## config.mk

```make
export PLATFORM = sky130hd
export DESIGN_NAME = mem_access_ctrl_flat
export DESIGN_NICKNAME = d
export VERILOG_FILES = /design/src/rtl/mem_access_ctrl_if.sv /design/src/rtl/mem_access_ctrl.sv /design/src/flat_wrapper.sv
export SDC_FILE = /design/constraint.sdc
export NUM_CORES = 1
export LEC_CHECK = 0
export ABC_AREA = 1
export BUFFER_PORTS_ARGS = -buffer_cell sky130_fd_sc_hd__buf_4
export CAP_MARGIN = 20
export CORE_ASPECT_RATIO = 2
export CORE_MARGIN = 1.5
export CORE_UTILIZATION = 30
export CTS_BUF_LIST = sky130_fd_sc_hd__clkbuf_16
export CTS_CLUSTER_SIZE = 25
export DETAILED_ROUTE_END_ITERATION = 12
export GPL_TIMING_DRIVEN = 0
export PLACE_DENSITY = 0.59
export SYNTH_ARGS = -nofsm -noshare
export SYNTH_HDL_FRONTEND = slang
export SYNTH_SLANG_ARGS = --single-unit
export TNS_END_PERCENT = 30
```

## constraint.sdc

```tcl
create_clock -name clk -period 3.3 [get_ports clk]
set_input_delay 0.33 -clock clk [delete_from_list [all_inputs] [get_ports clk]]
set_output_delay 0.33 -clock clk [all_outputs]
set_load 0.05 [all_outputs]
```

## src/rtl/mem_access_ctrl_if.sv

```systemverilog
// Bundle of the MEM-stage request/response signals and the DataMemory port.
// The controller sits on the slave modport; the pipeline and DataMemory
// together form the master side.
interface mem_access_ctrl_if;

   // Request from the EXE/MEM pipeline register
   logic        mem_r_en;
   logic        mem_w_en;
   logic [31:0] alu_addr;
   logic [31:0] st_val;

   // Response towards the pipeline and the MEM/WB register
   logic        freeze;
   logic        ready;
   logic        addr_err;
   logic [31:0] rd_data;

   // DataMemory port
   logic        dm_readSig;
   logic        dm_writeSig;
   logic [31:0] dm_address;
   logic [31:0] dm_dataIn;
   logic [31:0] dm_dataOut;

   modport master (
      output mem_r_en, mem_w_en, alu_addr, st_val, dm_dataOut,
      input  freeze, ready, addr_err, rd_data,
      input  dm_readSig, dm_writeSig, dm_address, dm_dataIn
   );

   modport slave (
      input  mem_r_en, mem_w_en, alu_addr, st_val, dm_dataOut,
      output freeze, ready, addr_err, rd_data,
      output dm_readSig, dm_writeSig, dm_address, dm_dataIn
   );

endinterface

```

## src/rtl/mem_access_ctrl.sv

```systemverilog
// MEM-stage access controller in front of DataMemory.
// Accepts a load/store request, converts the byte address into a word index,
// holds the DataMemory strobes for WAIT_CYCLES cycles while stalling the
// pipeline, then reports completion with a one-cycle ready pulse.
// Illegal (misaligned or out-of-window) accesses skip DataMemory entirely and
// complete one cycle after they are seen, with addr_err set.
// WAIT_CYCLES must lie in 1..15 so the wait counter fits in four bits.
module mem_access_ctrl #(
   parameter int unsigned BASE_ADDR   = 1024,
   parameter int unsigned MEM_WORDS   = 64,
   parameter int unsigned WAIT_CYCLES = 4
) (
   input  logic              clk,
   input  logic              rst,
   mem_access_ctrl_if.slave  bus
);

   typedef enum logic [1:0] {
      IDLE = 2'd0,
      BUSY = 2'd1,
      DONE = 2'd2
   } state_t;

   // First byte address of the window and one past its last byte; the end is
   // kept at 33 bits so a window touching the top of the address space still
   // compares correctly.
   localparam logic [31:0] BASE_LO  = 32'(BASE_ADDR);
   localparam logic [32:0] ADDR_END = 33'(BASE_ADDR) + 33'(4 * MEM_WORDS);
   localparam logic [3:0]  CNT_LAST = 4'(WAIT_CYCLES - 1);

   state_t      state_q,    state_d;
   logic [3:0]  cnt_q,      cnt_d;
   logic        is_write_q, is_write_d;
   logic [31:0] addr_q,     addr_d;
   logic [31:0] data_q,     data_d;
   logic        err_q,      err_d;
   logic [31:0] rd_data_q,  rd_data_d;

   logic        req;
   logic        req_err;

   // Decode the incoming request and classify its address as legal or not.
   always_comb begin
      req     = bus.mem_r_en | bus.mem_w_en;
      req_err = (bus.alu_addr[1:0] != 2'b00)
              | (bus.alu_addr < BASE_LO)
              | ({1'b0, bus.alu_addr} >= ADDR_END);
   end

   // Next-state logic: latch a request in IDLE, count out the wait in BUSY,
   // and always fall back to IDLE after the single DONE cycle.
   always_comb begin
      state_d    = state_q;
      cnt_d      = cnt_q;
      is_write_d = is_write_q;
      addr_d     = addr_q;
      data_d     = data_q;
      err_d      = err_q;
      rd_data_d  = rd_data_q;

      case (state_q)
         IDLE: begin
            if (req) begin
               is_write_d = bus.mem_w_en;
               addr_d     = bus.alu_addr;
               data_d     = bus.st_val;
               err_d      = req_err;
               cnt_d      = 4'd0;
               if (req_err) begin
                  state_d = DONE;
                  if (!bus.mem_w_en) begin
                     rd_data_d = 32'd0;
                  end
               end else begin
                  state_d = BUSY;
               end
            end
         end

         BUSY: begin
            cnt_d = cnt_q + 4'd1;
            if (cnt_q == CNT_LAST) begin
               cnt_d   = 4'd0;
               state_d = DONE;
               if (!is_write_q) begin
                  rd_data_d = bus.dm_dataOut;
               end
            end
         end

         DONE: begin
            state_d = IDLE;
         end

         default: begin
            state_d = IDLE;
            cnt_d   = 4'd0;
         end
      endcase
   end

   // Output decode: stall while a request is pending or in flight, drive the
   // DataMemory strobes only in BUSY, and pulse ready only in DONE.
   always_comb begin
      bus.freeze      = 1'b0;
      bus.ready       = 1'b0;
      bus.addr_err    = 1'b0;
      bus.dm_readSig  = 1'b0;
      bus.dm_writeSig = 1'b0;
      bus.dm_address  = 32'd0;
      bus.dm_dataIn   = 32'd0;

      case (state_q)
         IDLE: begin
            bus.freeze = req;
         end

         BUSY: begin
            bus.freeze      = 1'b1;
            bus.dm_readSig  = ~is_write_q;
            bus.dm_writeSig = is_write_q;
            bus.dm_address  = (addr_q - BASE_LO) >> 2;
            bus.dm_dataIn   = data_q;
         end

         DONE: begin
            bus.ready    = 1'b1;
            bus.addr_err = err_q;
         end

         default: begin
            bus.freeze = 1'b0;
         end
      endcase
   end

   assign bus.rd_data = rd_data_q;

   // State and latched-request registers; reset aborts any access in flight.
   always_ff @(posedge clk or posedge rst) begin
      if (rst) begin
         state_q    <= IDLE;
         cnt_q      <= 4'd0;
         is_write_q <= 1'b0;
         addr_q     <= 32'd0;
         data_q     <= 32'd0;
         err_q      <= 1'b0;
         rd_data_q  <= 32'd0;
      end else begin
         state_q    <= state_d;
         cnt_q      <= cnt_d;
         is_write_q <= is_write_d;
         addr_q     <= addr_d;
         data_q     <= data_d;
         err_q      <= err_d;
         rd_data_q  <= rd_data_d;
      end
   end

endmodule

```

## src/flat_wrapper.sv

```systemverilog
// flat-port wrapper written by rule: the top's interface ports become plain ports
module mem_access_ctrl_flat 
#(
   parameter int unsigned BASE_ADDR   = 1024,
   parameter int unsigned MEM_WORDS   = 64,
   parameter int unsigned WAIT_CYCLES = 4
)
  (clk, rst, bus_mem_r_en, bus_mem_w_en, bus_alu_addr, bus_st_val, bus_dm_dataOut, bus_freeze, bus_ready, bus_addr_err, bus_rd_data, bus_dm_readSig, bus_dm_writeSig, bus_dm_address, bus_dm_dataIn);
  mem_access_ctrl_if bus_i ();
  input  logic clk;
  input  logic rst;
  input wire logic [$bits(bus_i.mem_r_en)-1:0] bus_mem_r_en;
  input wire logic [$bits(bus_i.mem_w_en)-1:0] bus_mem_w_en;
  input wire logic [$bits(bus_i.alu_addr)-1:0] bus_alu_addr;
  input wire logic [$bits(bus_i.st_val)-1:0] bus_st_val;
  input wire logic [$bits(bus_i.dm_dataOut)-1:0] bus_dm_dataOut;
  output wire logic [$bits(bus_i.freeze)-1:0] bus_freeze;
  output wire logic [$bits(bus_i.ready)-1:0] bus_ready;
  output wire logic [$bits(bus_i.addr_err)-1:0] bus_addr_err;
  output wire logic [$bits(bus_i.rd_data)-1:0] bus_rd_data;
  output wire logic [$bits(bus_i.dm_readSig)-1:0] bus_dm_readSig;
  output wire logic [$bits(bus_i.dm_writeSig)-1:0] bus_dm_writeSig;
  output wire logic [$bits(bus_i.dm_address)-1:0] bus_dm_address;
  output wire logic [$bits(bus_i.dm_dataIn)-1:0] bus_dm_dataIn;
  assign bus_i.mem_r_en = bus_mem_r_en;
  assign bus_i.mem_w_en = bus_mem_w_en;
  assign bus_i.alu_addr = bus_alu_addr;
  assign bus_i.st_val = bus_st_val;
  assign bus_i.dm_dataOut = bus_dm_dataOut;
  assign bus_freeze = bus_i.freeze;
  assign bus_ready = bus_i.ready;
  assign bus_addr_err = bus_i.addr_err;
  assign bus_rd_data = bus_i.rd_data;
  assign bus_dm_readSig = bus_i.dm_readSig;
  assign bus_dm_writeSig = bus_i.dm_writeSig;
  assign bus_dm_address = bus_i.dm_address;
  assign bus_dm_dataIn = bus_i.dm_dataIn;
  mem_access_ctrl #(.BASE_ADDR(BASE_ADDR), .MEM_WORDS(MEM_WORDS), .WAIT_CYCLES(WAIT_CYCLES)) u_core (.clk(clk), .rst(rst), .bus(bus_i));
endmodule
```

# Word level (Yosys, flattened, before mapping)
# Cells that the tools add are included.
dict set report word_totals {
  word_cells 51
  ram_bits 0
  n_memories 0
  out_inout_bits 101
  reg_bits 104
  latch_bits 0
  in_bits 100
  romBits 0
}
dict set report op_classes {
  eq_ne 8
  n_addsub 2
  n_mux 20
  mul 0
  order_cmp 2
  shift 0
  bitwise_logic 5
  reduce_logical 7
  div_mod_pow 0
}
# cell count
set op_table {}
lappend op_table {{$mux W32} 6}
lappend op_table {{$pmux W32 S2} 1}
lappend op_table {{$ge A32 B11 Y1 const B} 1}
lappend op_table {{$lt A32 B11 Y1 const B} 1}
lappend op_table {{$sub A32 B11 Y32 const B} 1}
lappend op_table {{$mux W30} 1}
lappend op_table {{$pmux W4 S3} 1}
lappend op_table {{$mux W4} 2}
lappend op_table {{$mux W2} 3}
lappend op_table {{$ne A2 B1 Y1 const B} 3}
lappend op_table {{$reduce_and A2 Y1} 3}
lappend op_table {{$reduce_and A6 Y1} 1}
lappend op_table {{$add A4 B1 Y4 const B} 1}
lappend op_table {{$eq A4 B2 Y1 const B} 1}
lappend op_table {{$mux W1} 4}
lappend op_table {{$ne A2 B2 Y1 const B} 2}
lappend op_table {{$pmux W2 S2} 1}
lappend op_table {{$reduce_bool A2 Y1} 2}
lappend op_table {{$or A1 B1 Y1} 3}
lappend op_table {{$eq A2 B1 Y1 const B} 1}
lappend op_table {{$eq A2 B2 Y1 const B} 1}
lappend op_table {{$logic_not A2 Y1} 1}
lappend op_table {{$not A1 Y1} 2}
lappend op_table {{$pmux W1 S2} 1}

# Logic depth before layout (Yosys ltp)
# Gate-level depths: netlist of the first run.
dict set report depth {
  depth_word 6
  depth_mapped 10
  ltp_nobuf 9
}

# Worst setup path before layout of the first run
# OpenSTA, ideal clock, no wires.
dict set report synth_timing {
  path_type {register -> output}
  from {register u_core.addr_q[10]}
  to {output port bus_dm_address[24]}
  required_ps 2970
  arrival_time_ps 1794
  path_stages_with_launch 8
  n_path_buf 0
  setup_slack_ps 1176
  path_cell_list {dfrtp_1 > inv_1 > ha_1 > nand2_1 > nor3_1 > nand2_1 > xor2_1 > nor2_1}
}
dict set report synth_via {
  elab_chain_len 2
}
# item line_no
set synth_lines {}
lappend synth_lines {{start, declared} mem_access_ctrl.sv:34} ;# logic [31:0] addr_q, addr_d;
lappend synth_lines {{start signal, assigned} mem_access_ctrl.sv:153} ;# addr_q <= addr_d;
lappend synth_lines {{$sub A32 B11 Y32} mem_access_ctrl.sv:122} ;# bus.dm_address = (addr_q - BASE_LO) >> 2;
lappend synth_lines {{$mux W30} mem_access_ctrl.sv:113} ;# case (state_q)
lappend synth_lines {{end, declared} flat_wrapper.sv:23} ;# output wire logic [$bits(bus_i.dm_address)-1:0] bus_dm_address;
# No other way between the ends.

# Worst setup path in the final report of the first run
dict set report layout_timing {
  from {register u_core.addr_q[10]}
  to {output port bus_dm_address[27]}
}
# The elaborated chain is that of the path after synthesis.

==> flow_summary.yaml, run 1 <==
status:
  outcome: "finished clean"
synth:
  yosys.area.top_type: "dfrtp_1"
  synth-edff-count: 0
  synth_top_area_share_pct: 49.1
  ys.flop_type: "dfrtp_1"
  syn-cell-area_um2: 5200
  yosysSeqAreaShare_pct: 49.1
  yosysWarningCount: 0
  async_flop_share_pct: 100
  synth_area_leaders: "dfrtp_1, nand2_1, nor2_1"
  synth_cell_types: 27
  ys_ff_latch: 102
  synth_most_common_cell: "nand2_1"
  avgSynthCellArea_um2: 7.26
  synth.top_cells.by_count: "nand2_1, nor2_1, dfrtp_1"
  syn_inst: 716
finish:
  diodes: 0
  area_delta_synth_final_pct: 39.8
  postLayoutCellArea_um2: 7270
  fin_nets: 1029
  fill_cells: 1780
  drive_above_1_share_pct: 26.6
setup_path:
  cp_cell_sequence: "inv_1, nand3_1, nor2_1, nand2_1, nor2_2, nand2_1, nand2_1, nand2_1, nor2_1, buf_4"
  critPathKind: "flip-flop to primary output"
  path_max_fanout: 4
  critPathBufInv: 2
  crit_top_cell: "nand2_1"
  crit_path_start_kind: "flip-flop"
  cp.arrival_ns: 2.16
  slowest_delay_ns: 0.39
  path_delay_family: "simple AND/OR/NAND/NOR gates"
  crit_required_ns: 2.97
  end_kind: "primary output"
  cpMaxStageDelayCell: "dfrtp_1"
grt:
  grt-ovfl-total: 0
  grt_pass1_vias: 4978
  antenna_found_initial: 0
  grt_usage_pct: 18.2
  grt_start_max_net_pins: 67
  grt_pass1_wl_mm: 25.3
placement:
  gp_congestion: 0.850
  place_area_um2: 6980
  dp_hpwl_mm: 12.4
  io_buffers: 198
floorplanning:
  rows: 67
  core_um2: 16800
  die_w_um: 96.1
  ios: 201
  initial_core_util_pct: 30.9
  die_y_um: 189
  die_area_um2: 18200
cts:
  htreeDepth: 3
  cts_buffers: 9
  cts_resized: 0
  cts_hold_buf: 0
  worstSkewPairLatency_ns: 0.35
  cts_root_buffer: "clkbuf_16"
  clock-sinks: 102
  cts_tree: "yes"
  clock_tree.buffer_depth: 2
  cts_setup_buffers: 0
  path_clk_slew_ns: 0.08
sta:
  tightest_slew_ns: 0.599
  fmax_mhz: 401
  max_slew_margin_pct: 60.1
  setup_viol: 0
  skew_ns: 0.0125
  rsz0062_at_grt: "false"
  min_period_ns: 2.49
  fin_tns_setup_ns: 0
  finalHoldViolations: 0
  period_share_pct: 75.6
  slew_violations: 0
pwr:
  power_per_cell_area_nw_per_um2: 425
  p_leak_nw: 4.03
  worst_ir_drop_vdd_mv: 0.232
detailed_routing:
  drt-initial-drc-count: 198
  drc: 0
  drt-total-wl_mm: 16.2
  drtPass1Iterations: 4
  via_per_inst: 4.49
  via_count: 5116
  drt-wirelength-per-cell_um: 14.2
  ant_nets: 0
flow_run:
  drv_cap: 0
hold_path:
  hold_path_class: "primary input to asynchronous set/reset pin"
## sequential cells by signal, indices dropped and copies added (netlist names)
| register | count |
|---|---|
| u_core.bus.rd_data | 32 |
| u_core.data_q | 32 |
| u_core.addr_q | 30 |
| u_core.cnt_q | 4 |
| u_core.state_q | 2 |
| u_core.err_q | 1 |
| u_core.is_write_q | 1 |
## layout by cell type, fill, tap and decap left out, drive strengths merged, types with 2 or more instances in the layout
master,Yosys,layout
buf,20,219
o22ai,3,3
dfrtp,102,102
nor2,137,137
nand2,193,193
conb,1,2
inv,105,110
clkbuf,14,23
clkinv,0,2
o21ai,64,64
nor3,5,5
nand3,43,43
a21oi,14,14
xor2,8,8
ha,2,2
## final timing paths
path                                                         start                                 end  slack (ns)  cells after the start
worst min register to register  u_core.bus.rd_data[15]$_DFFE_PP0P_  u_core.bus.rd_data[15]$_DFFE_PP0P_        0.48                      2
max in group asynchronous                                      rst       u_core.state_q[0]$_DFFE_PP0P_        2.55                      3
worst max register to register       u_core.state_q[0]$_DFFE_PP0P_       u_core.addr_q[23]$_DFFE_PP0P_        1.65                      7
min in group clk                                    bus_st_val[14]       u_core.data_q[14]$_DFFE_PP0P_        0.18                      3
worst min-delay path                                           rst       u_core.addr_q[25]$_DFFE_PP0P_        0.01                      2
worst max-delay path                 u_core.addr_q[10]$_DFFE_PP0P_                  bus_dm_address[27]        0.81                     10
## per-stage QoR
stage	hold WS, ns	total power, mW	cells	utilization, %	worst slack [ns]
final	0.0140	3.09	1139	43.1	0.805
after global routing	0.0564	3.27	1139	43.1	0.620
after CTS	0.0300	3.13	1139	43.1	0.756
after detailed placement	0.409	2.05	1123	41.4	1.14
after global placement	0.455	2.03	1122	41.2	-1.26
after floorplan	0.447	1.82	717	-	0.295
## report_power, final
group          internal (mW)  total [mW]  switching, mW
clock network          0.534        1.07          0.541
registers               1.38        1.46         0.0771
logic                  0.212       0.555          0.344
## worst reg2reg max path: cells and delay by family, from the launching register on
family                 cells  cell delay [ns]
AO/OA/AOI/OAI              1             0.09
buffers and inverters      3             0.67
flip-flops                 1             0.43
AND/OR/NAND/NOR            3             0.38
## layout make-up
cell class	count	area, um2	area share [%]
sequential	102	2550	35.1
multi-input combinational	476	2070	28.5
timing repair buffer	199	1510	20.8
inverter	105	397	5.46
tap	207	259	3.56
clock buffer	9	225	3.10
buffer	34	184	2.53
clock inverter	7	63.8	0.878
## layer usage
layer / up-vias / global-route usage, % / part of all wire (%)
li1: 2589 / - / -
met1: 2326 / 19.5 / 37
met2: 168 / 32.9 / 53
met3: 33 / 3.49 / 5.4
met4: 0 / 8.65 / 4.3
met5: - / 0 / 0
## kinds of logic after synthesis
family / Yosys count / share of synthesized area [%]
xor+xnor: 9 / 1.52
simple gates: 382 / 29.8
compound gates: 81 / 7.87
buf+inv: 139 / 11.1
fa+ha+maj: 2 / 0.481
other cells: 1 / 0.0721
flops: 102 / 49.1
Power figures use the tool's default switching activity.
==> run 2, diff against run 1 <==
==> constraint.sdc (replaced) <==
create_clock -name clk -period 2.3 [get_ports clk]
set_input_delay 0.23 -clock clk [delete_from_list [all_inputs] [get_ports clk]]
set_output_delay 0.23 -clock clk [all_outputs]
set_load 0.05 [all_outputs]
==> flow_summary.yaml, run 2 (synthesized netlist as in run 1, its figures left out) <==
detailed_routing:
  drtPass1Iterations: 4
  drc: 0
  ant_nets: 0
  drt-total-wl_mm: 16.0
  via_count: 5098
  drt-initial-drc-count: 135
  drt-wirelength-per-cell_um: 14.0
  via_per_inst: 4.46
grt:
  grt_usage_pct: 18.2
  use_met3_pct: 3.61
  grt-ovfl-total: 0
  use_met1_pct: 19.2
  grt_start_max_net_pins: 40
  met2_usage_pct: 32.3
  antenna_found_initial: 0
  busiest_layer: "met2"
  grt_pass1_vias: 4936
  grt_pass1_wl_mm: 25.1
finish:
  fin_nets: 1033
  final_cell_mix: "buf_4, nand2_1, nor2_1, dfrtp_1, inv_1"
  regArea_um2: 2550
  diodes: 0
  fill_cells: 1799
  postLayoutCellArea_um2: 7370
  drive_above_1_share_pct: 29.0
  area_delta_synth_final_pct: 41.8
  multi_input_area_um2: 2130
  mostFrequentLayoutCell: "buf_4"
sta:
  setup_viol: 0
  fin_tns_setup_ns: 0
  fmax_mhz: 446
  setup_ws_ns: 0.0594
  tightest_slew_ns: 0.780
  max_slew_margin_pct: 47.9
  period_share_pct: 97.4
  rsz0062_at_grt: "true"
  slew_violations: 0
  min_period_ns: 2.24
  finalHoldViolations: 0
  skew_ns: 0.00990
setup_path:
  critPathKind: "flip-flop to primary output"
  cp.arrival_ns: 2.01
  path_max_fanout: 3
  end_kind: "primary output"
  crit_path_start_kind: "flip-flop"
  crit_required_ns: 2.07
cts:
  clock_tree.buffer_depth: 2
  worstSkewPairLatency_ns: 0.35
  clock-sinks: 102
  cts_hold_buf: 0
  cts_tree: "yes"
  path_clk_slew_ns: 0.07
  cts_root_buffer: "clkbuf_16"
  htreeDepth: 3
  cts_buffers: 9
pwr:
  power_frac_seq_pct: 47.7
  p_leak_nw: 4.06
  swShare_pct: 30.6
  switchingPower_mw: 1.35
  comb_power_share_pct: 18.8
  p_int_mw: 3.06
  worst_ir_drop_vdd_mv: 0.341
  p_clk_share_pct: 33.5
  power_per_cell_area_nw_per_um2: 597
  finalPower_mw: 4.40
floorplanning:
  rows: 67
  die_w_um: 96.1
  ios: 201
  core_um2: 16800
  initial_core_util_pct: 30.9
  die_y_um: 189
  die_area_um2: 18200
placement:
  io_buffers: 198
  dpl_worst_slack_ns: 0.221
  dp_hpwl_mm: 12.5
  gp_congestion: 0.822
  place_area_um2: 6990
status:
  outcome: "finished clean"
hold_path:
  hold_path_class: "primary input to asynchronous set/reset pin"
flow_run:
  drv_cap: 0
[run 2: cell count changes in the layout (fill, tap and decap cells not counted), moves of 3 or more]
cell,previous run,this run
inv_8,3,0
clkbuf_2,0,3
nor3_1,5,2
nor2_2,2,8
nor2_1,134,126
clkbuf_1,14,11
buf_6,3,7
[run 2: power groups by stage]
stage,logic (mW),clock network (mW),registers (mW)
after floorplan,0.506,0,2.10
after global placement,0.786,0,2.13
after detailed placement,0.799,0,2.13
after CTS,0.815,1.53,2.10
after global routing,0.950,1.58,2.12
final,0.827,1.48,2.10
[run 2: cell type report]
cell class,instances,share of cell area [%]
Buffer,34,2.55
Clock buffer,9,3.05
Tap cell,207,3.51
Multi-Input combinational cell,476,28.9
Clock inverter,6,0.696
Inverter,105,5.40
Sequential cell,102,34.6
Timing Repair Buffer,203,21.2
[run 2: per-stage QoR]
step                util, %  hold WS (ns)  instances
finish                 43.8        0.0221       1142
global route           43.8        0.0867       1142
CTS                    43.4        0.0446       1139
detailed placement     41.5         0.420       1124
global placement       41.3         0.436       1122
floorplan                 -         0.347        717
[run 2: worst paths after layout]
kind                                               startpoint                            endpoint  slack [ns]  cells after the start
max in group asynchronous                                 rst  u_core.bus.rd_data[12]$_DFFE_PP0P_        1.63                      3
max reg2reg                     u_core.state_q[0]$_DFFE_PP0P_       u_core.addr_q[20]$_DFFE_PP0P_        0.69                      7
max                             u_core.addr_q[10]$_DFFE_PP0P_                  bus_dm_address[26]        0.06                      7
min reg2reg                u_core.bus.rd_data[17]$_DFFE_PP0P_  u_core.bus.rd_data[17]$_DFFE_PP0P_        0.47                      2
min in group clk                               bus_st_val[17]       u_core.data_q[17]$_DFFE_PP0P_        0.08                      3
min                                                       rst       u_core.addr_q[18]$_DFFE_PP0P_        0.02                      2
[run 2: worst max-delay path, cell delays in order (launching register included)]
cell	delay, ns
dfrtp_1	0.40
inv_2	0.09
ha_1	0.18
inv_1	0.08
nor3_2	0.29
a21oi_1	0.10
nor2_1	0.25
buf_4	0.26
[run 2: layer usage]
layer	part of all wire, %	wire length (um)
met1	36	5830
met2	52	8380
met3	5.6	891
met4	5.4	869
met5	0	0
[run 2: what timing repair did]
action | in CTS | in global routing
endpoints found under the setup margin | 48 | 17
cloned | 0 | 0
buffers inserted | 0 | 3
gates resized for setup | 14 | 14
==> run 3, diff against run 2 <==
--- a/config.mk
+++ b/config.mk
@@ -10,12 +10,12 @@
 export CAP_MARGIN = 20
 export CORE_ASPECT_RATIO = 2
 export CORE_MARGIN = 1.5
-export CORE_UTILIZATION = 30
+export CORE_UTILIZATION = 49
 export CTS_BUF_LIST = sky130_fd_sc_hd__clkbuf_16
 export CTS_CLUSTER_SIZE = 25
 export DETAILED_ROUTE_END_ITERATION = 12
 export GPL_TIMING_DRIVEN = 0
-export PLACE_DENSITY = 0.59
+export PLACE_DENSITY = 0.85
 export SYNTH_ARGS = -nofsm -noshare
 export SYNTH_HDL_FRONTEND = slang
 export SYNTH_SLANG_ARGS = --single-unit
==> flow_summary.yaml, run 3 (synthesized netlist as in run 1, its figures left out) <==
placement:
  dpl_worst_slack_ns: 0.253
  dpl.cell_count: 1054
  io_buffers: 198
  place_area_um2: 6900
  gp_congestion: 0.911
  dp_hpwl_mm: 11.5
setup_path:
  cpMaxStageDelayCell: "dfrtp_1"
  path_max_fanout: 3
  end_kind: "primary output"
  critPathKind: "flip-flop to primary output"
  crit_required_ns: 2.07
  slowest_delay_ns: 0.38
  cp.arrival_ns: 1.98
  cp_cell_sequence: "inv_1, ha_1, nand2_1, nor3_4, nand2_1, xor2_1, nor2_1, buf_6"
  crit_path_start_kind: "flip-flop"
  crit_top_cell: "nand2_1"
detailed_routing:
  drc: 0
  via_per_inst: 4.93
  drt-total-wl_mm: 15.1
  drt-wirelength-per-cell_um: 14.1
  drt-initial-drc-count: 345
  ant_nets: 0
  via_count: 5282
  drtPass1Iterations: 7
floorplanning:
  die_area_um2: 11300
  die_w_um: 75.8
  die_y_um: 149
  rows: 53
  initial_core_util_pct: 49.9
  ios: 201
  core_um2: 10400
cts:
  worstSkewPairLatency_ns: 0.36
  htreeDepth: 3
  cts_buffers: 9
  clock-sinks: 102
  clock_tree.buffer_depth: 2
  cts_tree: "yes"
  path_clk_slew_ns: 0.07
  cts_root_buffer: "clkbuf_16"
pwr:
  power_per_cell_area_nw_per_um2: 619
  worst_ir_drop_vdd_mv: 0.430
  finalPower_mw: 4.52
  p_leak_nw: 4.07
sta:
  slew_violations: 0
  setup_viol: 0
  hold_ws_ns: 0.0789
  fin_tns_setup_ns: 0
  setup_ws_ns: 0.0934
  tightest_slew_ns: 0.673
  rsz0062_at_grt: "true"
  period_share_pct: 95.9
  max_slew_margin_pct: 55.0
  fmax_mhz: 453
  finalHoldViolations: 0
  min_period_ns: 2.21
  skew_ns: 0.0117
grt:
  grt_usage_pct: 27.3
  grt_pass1_wl_mm: 23.6
  grt-ovfl-total: 0
  grt_pass1_vias: 5061
  antenna_found_initial: 0
  grt_start_max_net_pins: 43
finish:
  final_cell_mix: "buf_4, nand2_1, nor2_1, dfrtp_1, inv_1"
  postLayoutCellArea_um2: 7300
  diodes: 0
  fin_nets: 1032
  area_delta_synth_final_pct: 40.3
  mostFrequentLayoutCell: "buf_4"
  drive_above_1_share_pct: 28.4
  stdcell_count: 1072
  postLayoutCoreUtil_pct: 70.1
status:
  outcome: "finished clean"
flow_run:
  drv_cap: 0
hold_path:
  hold_path_class: "primary input to flip-flop"
==> run 3: area by class of cell <==
cell class                 count  area (um2)
fill                         853        3120
sequential                   102        2550
multi-input combinational    476        2120
timing repair buffer         202        1560
inverter                     105         398
clock buffer                   9         225
buffer                        34         189
tap                          137         171
clock inverter                 7        80.1
==> run 3: where the power goes <==
group,switching (mW),internal (mW)
Sequential,0.125,1.99
Clock,0.730,0.860
Combinational,0.503,0.313
==> run 3: critical path: cells and delay by family (launching register included) <==
kind                     cells  cell delay, ns
adder cells (fa/ha/maj)      1            0.19
XOR/XNOR                     1            0.15
AND/OR/NAND/NOR              4            0.60
buffers and inverters        2            0.31
flip-flops                   1            0.38
==> run 3: path summary, 6_finish.rpt <==
check                           cells past startpoint                            endpoint  slack, ns                          startpoint
worst max-delay path                                8                  bus_dm_address[24]       0.09       u_core.addr_q[10]$_DFFE_PP0P_
worst min-delay path                                3       u_core.data_q[24]$_DFFE_PP0P_       0.08                      bus_st_val[24]
worst max register to register                      9  u_core.bus.rd_data[11]$_DFFE_PP0P_       0.66         u_core.cnt_q[0]$_DFFE_PP0P_
worst min register to register                      2  u_core.bus.rd_data[23]$_DFFE_PP0P_       0.47  u_core.bus.rd_data[23]$_DFFE_PP0P_
max in group asynchronous                           4       u_core.data_q[14]$_DFFE_PP0P_       1.13                                 rst
min in group asynchronous                           3       u_core.addr_q[18]$_DFFE_PP0P_       0.53                                 rst
==> run 3: repair_timing <==
action	CTS	global route
gates resized for setup	5	18
setup endpoints to repair	15	44
hold buffers	1	0
buffers inserted	0	1
endpoints found under the hold margin	8	0
gates cloned	0	0
pin swaps	0	2
==> run 3: layer usage <==
metal | part of all wire, % | GRT usage [%]
met1 | 36 | 30.1
met2 | 55 | 48.2
met3 | 5.9 | 5.96
met4 | 3.7 | 12.0
met5 | 0 | 0
